### src/rtl/traffic_phase_fsm.sv
// traffic_phase_fsm
//
// Traffic-signal phase controller. Cycles RED -> GREEN -> YELLOW -> RED with
// parameterised phase durations. A latched pedestrian request can end GREEN
// early, once GREEN has run for at least MIN_GREEN enabled cycles.
//
// Ports:
//   clk           - system clock, rising-edge active
//   rst_n         - asynchronous active-low reset
//   enable        - tick qualifier; phase state and counter hold while low
//   ped_req       - pedestrian request (level or pulse), sampled every clock
//   current_state - one-hot phase: 001 = RED, 100 = GREEN, 010 = YELLOW
//   phase_cnt     - enabled cycles elapsed in the current phase, from 0
//   phase_start   - one-cycle pulse in the first cycle of each new phase
//   ped_wait      - a pedestrian request is latched and not yet served

`timescale 1ns/1ps

module traffic_phase_fsm #(
    parameter int unsigned RED_CYCLES    = 8,
    parameter int unsigned GREEN_CYCLES  = 12,
    parameter int unsigned YELLOW_CYCLES = 3,
    parameter int unsigned MIN_GREEN     = 4,
    parameter int unsigned CNT_W         = 8
) (
    input  logic             clk,
    input  logic             rst_n,
    input  logic             enable,
    input  logic             ped_req,
    output logic [2:0]       current_state,
    output logic [CNT_W-1:0] phase_cnt,
    output logic             phase_start,
    output logic             ped_wait
);

    // The state encoding is the externally visible one-hot phase value.
    typedef enum logic [2:0] {
        StRed    = 3'b001,
        StYellow = 3'b010,
        StGreen  = 3'b100
    } state_e;

    // Terminal counter values; phase_cnt never exceeds these, so no wrap.
    localparam logic [CNT_W-1:0] RedLast      = CNT_W'(RED_CYCLES - 1);
    localparam logic [CNT_W-1:0] GreenLast    = CNT_W'(GREEN_CYCLES - 1);
    localparam logic [CNT_W-1:0] YellowLast   = CNT_W'(YELLOW_CYCLES - 1);
    localparam logic [CNT_W-1:0] MinGreenLast = CNT_W'(MIN_GREEN - 1);

    // state_q is a plain vector rather than state_e so that non-one-hot
    // values can exist and be detected and recovered from.
    logic [2:0]       state_q, state_d;
    logic [CNT_W-1:0] cnt_q, cnt_d;
    logic             start_q, start_d;
    logic             wait_q, wait_d;

    logic [CNT_W-1:0] last_cnt;
    logic [2:0]       next_phase;
    logic             state_legal;
    logic             ped_exit;
    logic             phase_end;
    logic             enter_red;

    // Per-phase duration and successor decode.
    always_comb begin
        state_legal = 1'b1;
        last_cnt    = RedLast;
        next_phase  = StGreen;
        case (state_q)
            StRed: begin
                last_cnt   = RedLast;
                next_phase = StGreen;
            end
            StGreen: begin
                last_cnt   = GreenLast;
                next_phase = StYellow;
            end
            StYellow: begin
                last_cnt   = YellowLast;
                next_phase = StRed;
            end
            default: begin
                state_legal = 1'b0;
            end
        endcase
    end

    // A pending pedestrian request ends GREEN through the normal phase-end path.
    assign ped_exit  = (state_q == StGreen) && wait_q && (cnt_q >= MinGreenLast);
    assign phase_end = (cnt_q == last_cnt) || ped_exit;

    always_comb begin
        state_d = state_q;
        cnt_d   = cnt_q;
        start_d = 1'b0;

        if (!state_legal) begin
            // Recovery is unconditional: it does not wait for enable.
            state_d = StRed;
            cnt_d   = '0;
            start_d = 1'b1;
        end else if (enable) begin
            if (phase_end) begin
                state_d = next_phase;
                cnt_d   = '0;
                start_d = 1'b1;
            end else begin
                cnt_d = cnt_q + CNT_W'(1);
            end
        end

        // Entering RED serves the pedestrians, so the latch clears and wins
        // over a request arriving in the same cycle.
        enter_red = (state_d == StRed) && (state_q != StRed);
        wait_d    = (wait_q | (ped_req & (state_q != StRed))) & ~enter_red;
    end

    always_ff @(posedge clk or negedge rst_n) begin
        if (!rst_n) begin
            state_q <= StRed;
            cnt_q   <= '0;
            start_q <= 1'b0;
            wait_q  <= 1'b0;
        end else begin
            state_q <= state_d;
            cnt_q   <= cnt_d;
            start_q <= start_d;
            wait_q  <= wait_d;
        end
    end

    assign current_state = state_q;
    assign phase_cnt     = cnt_q;
    assign phase_start   = start_q;
    assign ped_wait      = wait_q;

endmodule
### config.mk
export PLATFORM = sky130hd
export DESIGN_NAME = traffic_phase_fsm
export DESIGN_NICKNAME = d
export VERILOG_FILES = /design/src/rtl/traffic_phase_fsm.sv
export SDC_FILE = /design/constraint.sdc
export NUM_CORES = 1
export LEC_CHECK = 0
export CAP_MARGIN = 20
export CORE_MARGIN = 5
export CORE_UTILIZATION = 40
export DETAILED_ROUTE_END_ITERATION = 8
export GPL_TIMING_DRIVEN = 0
export PLACE_DENSITY = 0.63
export SLEW_MARGIN = 20
export SYNTH_ARGS = -nofsm -noshare
export SYNTH_HDL_FRONTEND = slang
export SYNTH_SLANG_ARGS = --single-unit
### constraint.sdc
create_clock -name clk -period 2.6 [get_ports clk]
set_input_delay 0.52 -clock clk [delete_from_list [all_inputs] [get_ports clk]]
set_output_delay 0.52 -clock clk [all_outputs]
set_load 0.01 [all_outputs]
# After elaboration in Yosys (flattened, before gate mapping)
# Index checks and enable logic that the tools add are counted.
dict set report totals {
  word_cells 34
  register_bits 13
  in_bits 4
  out_inout_bits 13
}
dict set report classes {
  order_cmp 1
  bitwise 4
  reduce_logical 5
  add_sub_neg 1
  eq_ne 7
  n_mux 12
}
# cell count
set op_table {}
lappend op_table {{$mux W8} 3}
lappend op_table {{$mux W3} 3}
lappend op_table {{$add A8 B1 Y8 const B} 1}
lappend op_table {{$eq A8 B8 Y1} 1}
lappend op_table {{$ge A8 B2 Y1 const B} 1}
lappend op_table {{$pmux W4 S2} 1}
lappend op_table {{$eq A3 B1 Y1 const B} 2}
lappend op_table {{$pmux W3 S2} 1}
lappend op_table {{$mux W1} 4}
lappend op_table {{$eq A3 B2 Y1 const B} 1}
lappend op_table {{$eq A3 B3 Y1 const B} 1}
lappend op_table {{$logic_and A1 B1 Y1} 3}
lappend op_table {{$ne A3 B1 Y1 const B} 1}
lappend op_table {{$reduce_or A3 Y1} 1}
lappend op_table {{$and A1 B1 Y1} 2}
lappend op_table {{$ne A2 B2 Y1 const B} 1}
lappend op_table {{$logic_or A1 B1 Y1} 1}
lappend op_table {{$not A1 Y1} 1}
lappend op_table {{$or A1 B1 Y1} 1}

# Depth between registers and ports, before layout
dict set report depth {
  word_depth 11
  mapped_depth 6
  depth_no_buf 5
}

# Worst setup path before layout
# No wires, ideal clock.
dict set report synth_path {
  path_kind {flip-flop to flip-flop}
  start {reg state_q[0], in the netlist current_state[0]}
  end {reg cnt_q[5], in the netlist phase_cnt[5]}
  required_time_ns 2.522
  path_buffers 1
  synth_period_minus_slack_ns 1.784
  slack_ns 0.816
  t_arrival_ns 1.707
  setup_ns 0.078
  path_stages_with_launch 7
  path_cell_list {dfstp_2 -> buf_2 -> or3b_4 -> o21a_2 -> o2111ai_4 -> or3_1 -> a21oi_1}
}
dict set report synth_between {
  elab_chain_cells 7
  elab_cells_between_ends 14
  classes_between {eq/ne (5); mux (5); reduce/logical (4)}
}
# item line_no
set synth_rtl {}
lappend synth_rtl {{start: declaration} 51} ;# logic [2:0] state_q, state_d;
lappend synth_rtl {{start signal: assignment} 119} ;# state_q <= StRed;
lappend synth_rtl {{start signal: assignment} 124} ;# state_q <= state_d;
lappend synth_rtl {{$eq A3 B2 Y1 / $eq A3 B3 Y1 (equally long branches)} {68, 88}}
lappend synth_rtl {{$pmux W4 S2 / $logic_and A1 B1 Y1 (equally long branches)} {68, 88}}
lappend synth_rtl {{$eq A8 B8 Y1 / $logic_and A1 B1 Y1 (equally long branches)} {89, 88}}
lappend synth_rtl {{$logic_or A1 B1 Y1} 89} ;# assign phase_end = (cnt_q == last_cnt) || ped_exit;
lappend synth_rtl {{$mux W8} 102} ;# if (phase_end) begin
lappend synth_rtl {{$mux W8} 101} ;# end else if (enable) begin
lappend synth_rtl {{$mux W8} 96} ;# if (!state_legal) begin
lappend synth_rtl {{end signal: assignment} 125} ;# cnt_q <= cnt_d;
lappend synth_rtl {{end: declaration} 52} ;# logic [CNT_W-1:0] cnt_q, cnt_d;
# Parallel ways exist; a longest one is shown, timed or not. The select of a mux whose other input is x is not followed.
# A chain may end at the register's enable or synchronous reset.

# Worst setup path in the final report
dict set report layout_path {
  start {in enable}
  end {reg cnt_q[6], in the netlist phase_cnt[6]}
}
dict set report layout_between {
  elab_chain_cells 1
}
# item line_no
set layout_rtl {}
lappend layout_rtl {{start: declaration} 28} ;# input logic enable,
lappend layout_rtl {{$ne A2 B2 Y1 (no line)} n/a}
# Every way passes these cells.

==> flow_summary.json <==
{
  "hpwl_mm": 1.29,
  "reg2reg_from": "current_state[0]",
  "drt_first_iter_violations": 12,
  "synth-seq-cells": 13,
  "core.rowCount": 16,
  "cts_made_buffers": 3,
  "rsz0062_at_grt": "false",
  "yosysWarnings": 0,
  "holdCritPathClass": "reg2reg",
  "initial_core_util": 0.410,
  "cts_root_buf": "clkbuf_4",
  "port_buffers": 16,
  "vias": 683,
  "die_h_um": 54.4,
  "timing.fmax_mhz": 505,
  "grt_start_max_net_pins": 14,
  "synth_area_um2": 788,
  "synth_top_area_frac": 0.381,
  "via_per_inst": 5.34,
  "htree_levels": 1,
  "post-route-min-period_ns": 1.98,
  "slowest_stage": "clkdlybuf4s50_1",
  "synth_area_leader_cell": "dfrtp_1",
  "drt-wirelength-per-cell_um": 14.0,
  "power_density_nw_per_um2": 758,
  "arrival_ns": 2.15,
  "fin_nets": 107,
  "hold_violations": 0,
  "crit_fanout": 10,
  "antenna_found_initial": 0,
  "overflow": 0,
  "yosysSeqAreaShare": 0.414,
  "cts_tree": "built",
  "reg2reg_depth": 6,
  "antenna_cells": 0,
  "setup_tns_ns": 0,
  "tightest_slew_ns": 0.617,
  "dp_slack_ns": 0.336,
  "path_cells": "clkdlybuf4s50_1 > clkbuf_1 > inv_1 > a211oi_2 > a211o_1 > nor2_1",
  "globalplace.congestion": 0.768,
  "slew_viol_final": 0,
  "postRouteAntennaNets": 0,
  "clock_skew_ns": 0.00218,
  "required_ns": 2.77,
  "syn2layout_area_growth_pct": 28.1,
  "timing.hold.ws_ns": 0.589,
  "setup_slack_ns": 0.619,
  "whs_path_depth": 2,
  "synth.net_count": 86,
  "die_x_um": 54.4,
  "yosys-top-cells-area": "dfrtp_1 (38%), nand2_1 (3.8%), dfstp_2 (3.3%), nor2_1 (3.3%), o2111ai_4 (3.3%)",
  "period_share": 0.762,
  "holdPathEnd": "phase_cnt[7]",
  "synth_area_per_cell_um2": 9.73,
  "cap_viol_max_count": 0,
  "dr.pass1.iters": 4,
  "setup_violations": 0,
  "grt_pass1_vias": 654,
  "coreArea_um2": 1920,
  "drive_gt1_frac": 0.158,
  "cp-end-kind": "flop",
  "path_class": "in2reg",
  "cts_hold_buffers": 0,
  "cts.path.max_buffers": 2,
  "slowest_delay_ns": 0.52,
  "timing.rr.end": "phase_cnt[5]",
  "die_area_um2": 2960,
  "drc": 0,
  "leakage_uw": 0.000428,
  "synth_cells": 81,
  "min-delay-start": "phase_cnt[7]",
  "clock_latency_ns": 0.28,
  "ir_drop_mv": 0.412,
  "synth.distinct_cells": 39,
  "rrSetupSlack_ns": 0.67,
  "outcome": "finished clean",
  "cts_resized": 0,
  "track_usage": 0.146,
  "postCtsSetupRepairBufs": 0,
  "wl_mm": 1.79,
  "start_kind": "input port",
  "grt_pass1_wl_mm": 3.01,
  "clock_sinks": 13,
  "clk_pin_slew_ns": 0.09,
  "io_pins": 17,
  "relSlewSlack": 0.587
}
## synth_stat cells, drive strengths merged
library cell   n
dfrtp         12
nand2          8
nor2           7
a21oi          5
buf            4
nor4           3
o2111ai        3
o21ai          3
xor2           3
a211oi         2
a21o           2
and3           2
inv            2
mux2i          2
nor2b          2
or3            2
a211o          1
a221oi         1
a31oi          1
a32oi          1
and3b          1
clkbuf         1
dfstp          1
ha             1
nand2b         1
nand3b         1
nand4b         1
nor3           1
nor4b          1
o211ai         1
o21a           1
o21bai         1
o22ai          1
or3b           1
xnor2          1
## worst max-delay path: cells and delay by family
family | cells | cell delay (ns)
AO/OA/AOI/OAI | 2 | 0.53
buffers and inverters | 3 | 1.02
AND/OR/NAND/NOR | 1 | 0.08
## layout make-up
| cell class | instances | area (µm²) |
|---|---|---|
| fillers | 191 | 912 |
| multi-input cells | 61 | 430 |
| flip-flops and latches | 13 | 327 |
| repair buffers | 16 | 160 |
| well taps | 27 | 33.8 |
| plain buffers | 5 | 23.8 |
| clock buffers | 3 | 22.5 |
| inverters | 2 | 7.51 |
| clock inverters | 1 | 5.00 |
## metrics by stage
step	area (µm²)	util	power, µW	std cells
5_1_grt	1010	0.525	828	128
2_1_floorplan	788	-	500	81
4_1_cts	1010	0.525	774	128
3_3_place_gp	982	0.511	634	124
3_5_place_dp	982	0.511	641	124
6_report	1010	0.525	766	128
## per-layer routing
| metal | share of wire | up-vias | GRT usage |
|---|---|---|---|
| li1 | - | 340 | - |
| met1 | 0.48 | 328 | 0.194 |
| met2 | 0.45 | 10 | 0.215 |
| met3 | 0.041 | 5 | 0.0327 |
| met4 | 0.024 | 0 | 0.0871 |
| met5 | 0 | - | 0 |
## cells in the final DEF, fill, tap and decap left out, drive strengths merged, types with 2 or more instances in the layout
cell	netlist	routed
dfrtp	12	12
buf	4	4
mux2i	2	2
xor2	3	3
nand2	8	8
and3	2	2
clkdlybuf4s50	0	16
or3	2	2
a211oi	2	2
a21o	2	2
inv	2	2
nor2	7	7
nor2b	2	2
a21oi	5	5
clkbuf	1	4
nor4	3	3
o21ai	3	3
o2111ai	3	3
## worst max-delay path by stage
stage               slack, ns              from                to  cells after the start
CTS                      0.63            enable  current_state[1]                      6
finish                   0.62            enable      phase_cnt[6]                      6
detailed placement       0.34            enable      phase_cnt[4]                      6
floorplan                0.82  current_state[0]      phase_cnt[5]                      6
global placement         0.35            enable  current_state[1]                      6
global route             0.48            enable  current_state[1]                      6
## report_power, final
part | internal [µW] | total [µW] | switching [µW]
combinational | 164 | 333 | 169
clock | 57.2 | 130 | 73.2
sequential | 246 | 302 | 56.0
total | 468 | 766 | 298
## sequential cells by signal, indices dropped and copies added, names as in the netlist
name and count:
current_state 3, ped_wait 1, phase_cnt 8, phase_start 1
## kinds of logic (layout without fill, tap and decap cells)
family | Yosys count | count (layout) | share of synthesized area
AOI/OAI and AO/OA | 23 | 23 | 0.238
and+or+nand+nor | 31 | 31 | 0.222
buffers and inverters | 7 | 27 | 0.0397
DFF | 13 | 13 | 0.414
muxes | 2 | 2 | 0.0254
adders and majority gates | 1 | 1 | 0.0159
xor gates and xnor gates | 4 | 4 | 0.0445
(Power assumes the default switching activity.)
